===== src/rtl/mem_access_ctrl.sv =====
// Load/store sequencer between the multicycle datapath and the 16-bit data memory.
// Latches one request, range-checks it, drives the memory strobes and returns a done pulse.
module mem_access_ctrl #(
    parameter int unsigned ADDR_W    = 13,
    parameter int unsigned DATA_W    = 16,
    parameter int unsigned MEM_DEPTH = 1024,
    parameter int unsigned RD_LAT    = 1
) (
    input  logic              clk,
    input  logic              rst,
    input  logic              req,
    input  logic              we,
    input  logic [ADDR_W-1:0] addr,
    input  logic [DATA_W-1:0] wdata,
    output logic              busy,
    output logic              done,
    output logic              fault,
    output logic [DATA_W-1:0] rdata,
    output logic              memRead,
    output logic              memWrite,
    output logic [ADDR_W-1:0] memAdr,
    output logic [DATA_W-1:0] memWriteData,
    input  logic [DATA_W-1:0] memData
);

    localparam int unsigned CNT_W = (RD_LAT > 1) ? $clog2(RD_LAT) : 1;

    typedef enum logic [2:0] {
        StIdle,
        StWrite,
        StRead,
        StFlt,
        StDone
    } state_e;

    state_e             state;
    logic [CNT_W-1:0]   cnt;
    logic               addr_bad;

    // Full-width compare so upper address bits can never alias into range.
    assign addr_bad = 32'(addr) >= MEM_DEPTH;

    // Strobes are registered alongside the state so they mirror it exactly.
    always_ff @(posedge clk or negedge rst) begin
        if (!rst) begin
            state        <= StIdle;
            cnt          <= '0;
            busy         <= 1'b0;
            done         <= 1'b0;
            fault        <= 1'b0;
            rdata        <= '0;
            memRead      <= 1'b0;
            memWrite     <= 1'b0;
            memAdr       <= '0;
            memWriteData <= '0;
        end else begin
            unique case (state)
                StIdle: begin
                    if (req) begin
                        memAdr       <= addr;
                        memWriteData <= wdata;
                        fault        <= 1'b0;
                        busy         <= 1'b1;
                        if (addr_bad) begin
                            state <= StFlt;
                        end else if (we) begin
                            state    <= StWrite;
                            memWrite <= 1'b1;
                        end else begin
                            state   <= StRead;
                            memRead <= 1'b1;
                            cnt     <= CNT_W'(RD_LAT - 1);
                        end
                    end
                end
                StWrite: begin
                    memWrite <= 1'b0;
                    done     <= 1'b1;
                    state    <= StDone;
                end
                StRead: begin
                    if (cnt == '0) begin
                        rdata   <= memData;
                        memRead <= 1'b0;
                        done    <= 1'b1;
                        state   <= StDone;
                    end else begin
                        cnt <= cnt - 1'b1;
                    end
                end
                StFlt: begin
                    fault <= 1'b1;
                    done  <= 1'b1;
                    state <= StDone;
                end
                StDone: begin
                    done  <= 1'b0;
                    busy  <= 1'b0;
                    state <= StIdle;
                end
                default: begin
                    state <= StIdle;
                end
            endcase
        end
    end

endmodule

===== config.mk =====
export PLATFORM = sky130hd
export DESIGN_NAME = mem_access_ctrl
export DESIGN_NICKNAME = d
export VERILOG_FILES = /design/src/rtl/mem_access_ctrl.sv
export SDC_FILE = /design/constraint.sdc
export NUM_CORES = 1
export LEC_CHECK = 0
export ABC_CLOCK_PERIOD_IN_PS = 2700
export BUFFER_PORTS_ARGS = -buffer_cell sky130_fd_sc_hd__buf_2
export CORE_UTILIZATION = 49
export CTS_CLUSTER_SIZE = 25
export DETAILED_ROUTE_END_ITERATION = 7
export GPL_TIMING_DRIVEN = 0
export PLACE_DENSITY_LB_ADDON = 0.2
export REMOVE_ABC_BUFFERS = 1
export SYNTH_ARGS = -nofsm -noshare
export SYNTH_HDL_FRONTEND = slang
export SYNTH_SLANG_ARGS = --single-unit

===== constraint.sdc =====
create_clock -name clk -period 2.7 [get_ports clk]
set_input_delay 0.405 -clock clk [delete_from_list [all_inputs] [get_ports clk]]
set_output_delay 0.405 -clock clk [all_outputs]
set_load 0.01 [all_outputs]

# == Yosys cells after proc, flatten, opt, wreduce, memory -nomap -nowiden ==
# Cells that the tools add are included.
# op_classes
n_reduce_logical,16
order_cmp,1
addsub,1
n_eq_ne,9
bitwise,1
muxes,25
# ops
op,n
two-way mux 1 bit,14
"greater-or-equal comparator 13 x 11 -> 1 bit, second input constant",1
AND reduction 2 bit,6
"inequality test 2 bit, second input constant",5
one-hot mux 1 bit (2 select lines),5
one-hot mux 3 bit (3 select lines),1
AND reduction 4 bit,2
nonzero test 2 bit,4
"equality test 3 x 2 -> 1 bit, second input constant",2
two-way mux 3 bit,2
AND reduction 5 bit,1
two-way mux 2 bit,2
"equality test 3 x 1 -> 1 bit, second input constant",1
"equality test 3 bit, second input constant",1
logical NOT 3 bit,1
one-hot mux 1 bit (3 select lines),1
nonzero test 3 bit,1
OR reduction 2 bit,1
NOT 1 bit,1
"subtractor 1 bit, second input constant",1
# word_totals
out_inout_bits,50
wordCells,63
register_bits,54
in_bits,49

# == Logic depth before layout (Yosys ltp) ==
# logic_depth
word_depth,4
ltp_mapped,4
depth_no_buf,2

# == Least setup slack after synthesis ==
# Ideal clock, no wire load.
# synth_path
kind,reg2reg
from,register state[2]
to,register memAdr[0]
path_slack_ns,1.097
t_required_ns,2.572
setup_ns,0.128
synth_period_minus_slack_ns,1.603
n_path_buf,2
stages_incl_launch_ff,5
arrival_ns,1.476
cell_sequence,dfrtp_1 buf_2 nor4b_4 buf_4 mux2_1
# synth_between
elab_chain_cells,2
# synth_lines
item,line_no,rtl
from (decl),36,state_e state;
from (signal assigned),46,state <= StIdle;
from (signal assigned),65,state <= StFlt;
from (signal assigned),67,state <= StWrite;
logical NOT 3 bit,57,unique case (state)
AND reduction 2 bit (no source line),n/a,
to (signal assigned),60,memAdr <= addr;
to (decl),21,"output logic [ADDR_W-1:0] memAdr,"
# No other way between the ends.
# A chain may end at the register's enable or synchronous reset.

# == Worst setup path after layout ==
# layout_path
from,register state[2]
to,register memWriteData[5]
# layout_between
elab_chain_cells,2
# layout_lines
item,line_no,rtl
logical NOT 3 bit,57,
AND reduction 2 bit (no source line),n/a,
to (signal assigned),61,memWriteData <= wdata;
to (decl),22,"output logic [DATA_W-1:0] memWriteData,"
# No other way between the ends.

==> metrics <==
status=finished, final reports clean; Mean Syn Cell Area=16.2 µm²; power density cells=1140 nW/µm²; Max Cap Viol=0; fin worst setup slack=0.500 ns; DR vias=1399; hold slack=0.311 ns; Synth area leader=dfrtp_1; nature of the critical path endpoint=register; Worst EP arrival=2.38 ns; final core utilization=0.662; area of the multi-input gates=658 µm²; CP most frequent cell=buf_6; Switching Fraction=0.336; RR Endpoint=memWriteData[5]; Peak VDD IR=0.000662 V; postcts setup bufs=0; GP Congestion=0.668; grt ovf=0; WL/cell=14.2 µm; crit path max fanout=14; CP cell instances=nor4b_4, buf_6, buf_6, mux2_2; Die H=66.5 µm; combinational share of power=0.400; Core Box Area=4000 µm²; Hold Path Class=in2reg; Sequential Power Share=0.466; Fin. Hold Viols=0; worst hold path depth=2; Reg2Reg Depth=4; Ys Warns=0; I/O pins=99; n_diodes=0; total power=0.00302 W; startpoint types=register; worst slack at placement=0.466 ns; initial antenna violation count=0; commonest non-fill, non-tap cell in the layout=buf_2; die width=66.5 µm; RSZ-0062 raised after global routing=no; Hold Startpoint=we; global-route wire length before repair=5930 µm; Final Critical Period=2.20 ns; DR iter-0 viols=33; switching pwr=0.00101 W; Initial Utilization=0.509; worst slew pin tran=1.11 ns; FF+latch count, synth=53; FMAX=454 MHz; clock slew at reported path FFs=0.08 ns; most frequent cells in the layout=buf_2 (98), dfrtp_1 (53), mux2_1 (25); NumNets Final=275; CTS tree=done; clk_lat worst skew=0.29 ns; Post-CTS Hold Buffers=0; fillers=327; Max-slew headroom=0.262; area of the mapped netlist=2040 µm²; worst path required time=2.88 ns; number of global-route vias before repair=1421; Tcrit/Tclk final=0.815; H-tree levels=2; Final ANT Viol Nets=0; DIE AREA=4420 µm²; Buffers on Ports=98; Clk pwr share=0.135; Reg2Reg Setup Slack=0.50 ns; Post-Syn Instances=126; CTS sink count=53; Hold Path Sink=state[1]; HPWL Detailed=3120 µm; share of the synthesized area in the top cell type=0.651; Seq. cell area=1330 µm²; Tot GR Track Use=0.186; Num CTS Buffers=5; CP Class=reg2reg; Int Pwr=0.00201 W; vias per cell=5.05; Yosys cell types=22; CTS max path bufs=2; critical path's slowest cell=nor4b_4; Final TNS setup=0 ns; max-slew violations=0; largest net degree at the start of global routing=54; layout cell share with drive strength beyond 1=0.564; row cnt=23; LEAKAGE=1.29 nW; final wirelength=3950 µm; DRT Pass-1 Iters=6; post-CTS sizing=0; final setup vio count=0; FF-to-FF Start=state[2]; sequential cell area fraction in the yosys report=0.651; worst-case clock skew=0.00227 ns; DR DRC count=0; slowest stage delay, CP=0.82 ns; Synth area leaders=dfrtp_1 (65%), mux2_1 (14%), mux2_2 (11%); area grow syn2layout=30.0%; CTS root buffer=clkbuf_8
[power groups by stage]
stage                     clock [W]  combinational (W)  sequential (W)
final                      0.000407            0.00121         0.00141
after global routing       0.000457            0.00132         0.00145
after CTS                  0.000428            0.00123         0.00141
after detailed placement          0            0.00124         0.00143
after global placement            0            0.00117         0.00139
after floorplan                   0           0.000489         0.00159
[registers in the layout, indices dropped and copies added, names as in the netlist]
name,cells
busy,1
done,1
fault,1
memAdr,13
memRead,1
memWrite,1
memWriteData,16
rdata,16
state,3
[logic make-up after synthesis]
group / Yosys count / share of synthesized area
buffers and inverters: 9 / 0.0258
flip-flops: 53 / 0.651
AND/OR/NAND/NOR: 12 / 0.0485
multiplexers: 45 / 0.249
AO/OA/AOI/OAI: 7 / 0.0258
[worst max-delay path, delay by kind of cell, from the launching register on]
kind,cells,cell delay (ns)
flip-flops,1,0.49
buffers and inverters,2,0.41
multiplexers,1,0.35
AND/OR/NAND/NOR,1,0.82
[synthesized netlist by cell type]
cell type / number
mux2_1: 25
nor4_1: 1
nor2_1: 3
o21ai_0: 1
a21boi_1: 1
inv_1: 2
nor3b_4: 1
buf_2: 3
a211oi_1: 1
or3b_2: 1
nor3b_1: 1
nor2b_1: 1
nor4b_4: 1
dfrtp_1: 53
mux2_2: 20
a2bb2oi_1: 1
a32o_1: 1
a21oi_1: 1
nor3_1: 2
buf_4: 4
o2bb2ai_1: 1
nand2b_1: 1
[through the flow]
step                      instances  area (µm²)
final                           277        2650
after global routing            277        2650
after CTS                       277        2650
after detailed placement        269        2570
after global placement          267        2540
after floorplan                 119        1990
[area by class of cell]
type                    instances  share of cell area
repair buffers                100               0.194
well taps                      50              0.0236
clock buffers                   8              0.0302
flip-flops and latches         53               0.501
multi-input cells              64               0.249
inverters                       2             0.00284
[worst max path at each step]
| stage | start | endpoint | slack, ns | depth (start not counted) |
|---|---|---|---|---|
| 2_1_floorplan | state[2] | memAdr[12] | 0.46 | 2 |
| 3_3_place_gp | state[2] | memWriteData[4] | 0.14 | 2 |
| 3_5_place_dp | state[2] | memWriteData[5] | 0.47 | 4 |
| 4_1_cts | state[2] | memWriteData[5] | 0.45 | 4 |
| 5_1_grt | state[2] | memWriteData[5] | 0.33 | 4 |
| 6_report | state[2] | memWriteData[5] | 0.50 | 4 |
[metal layers]
metal | vias up | track usage | share of wire
met1 | 678 | 0.161 | 0.36
met2 | 71 | 0.376 | 0.54
met4 | 0 | 0.0745 | 0.015
met3 | 8 | 0.0616 | 0.080
met5 | - | 0 | 0
li1 | 642 | - | -
Note: power is estimated with default switching activity, not from simulation.
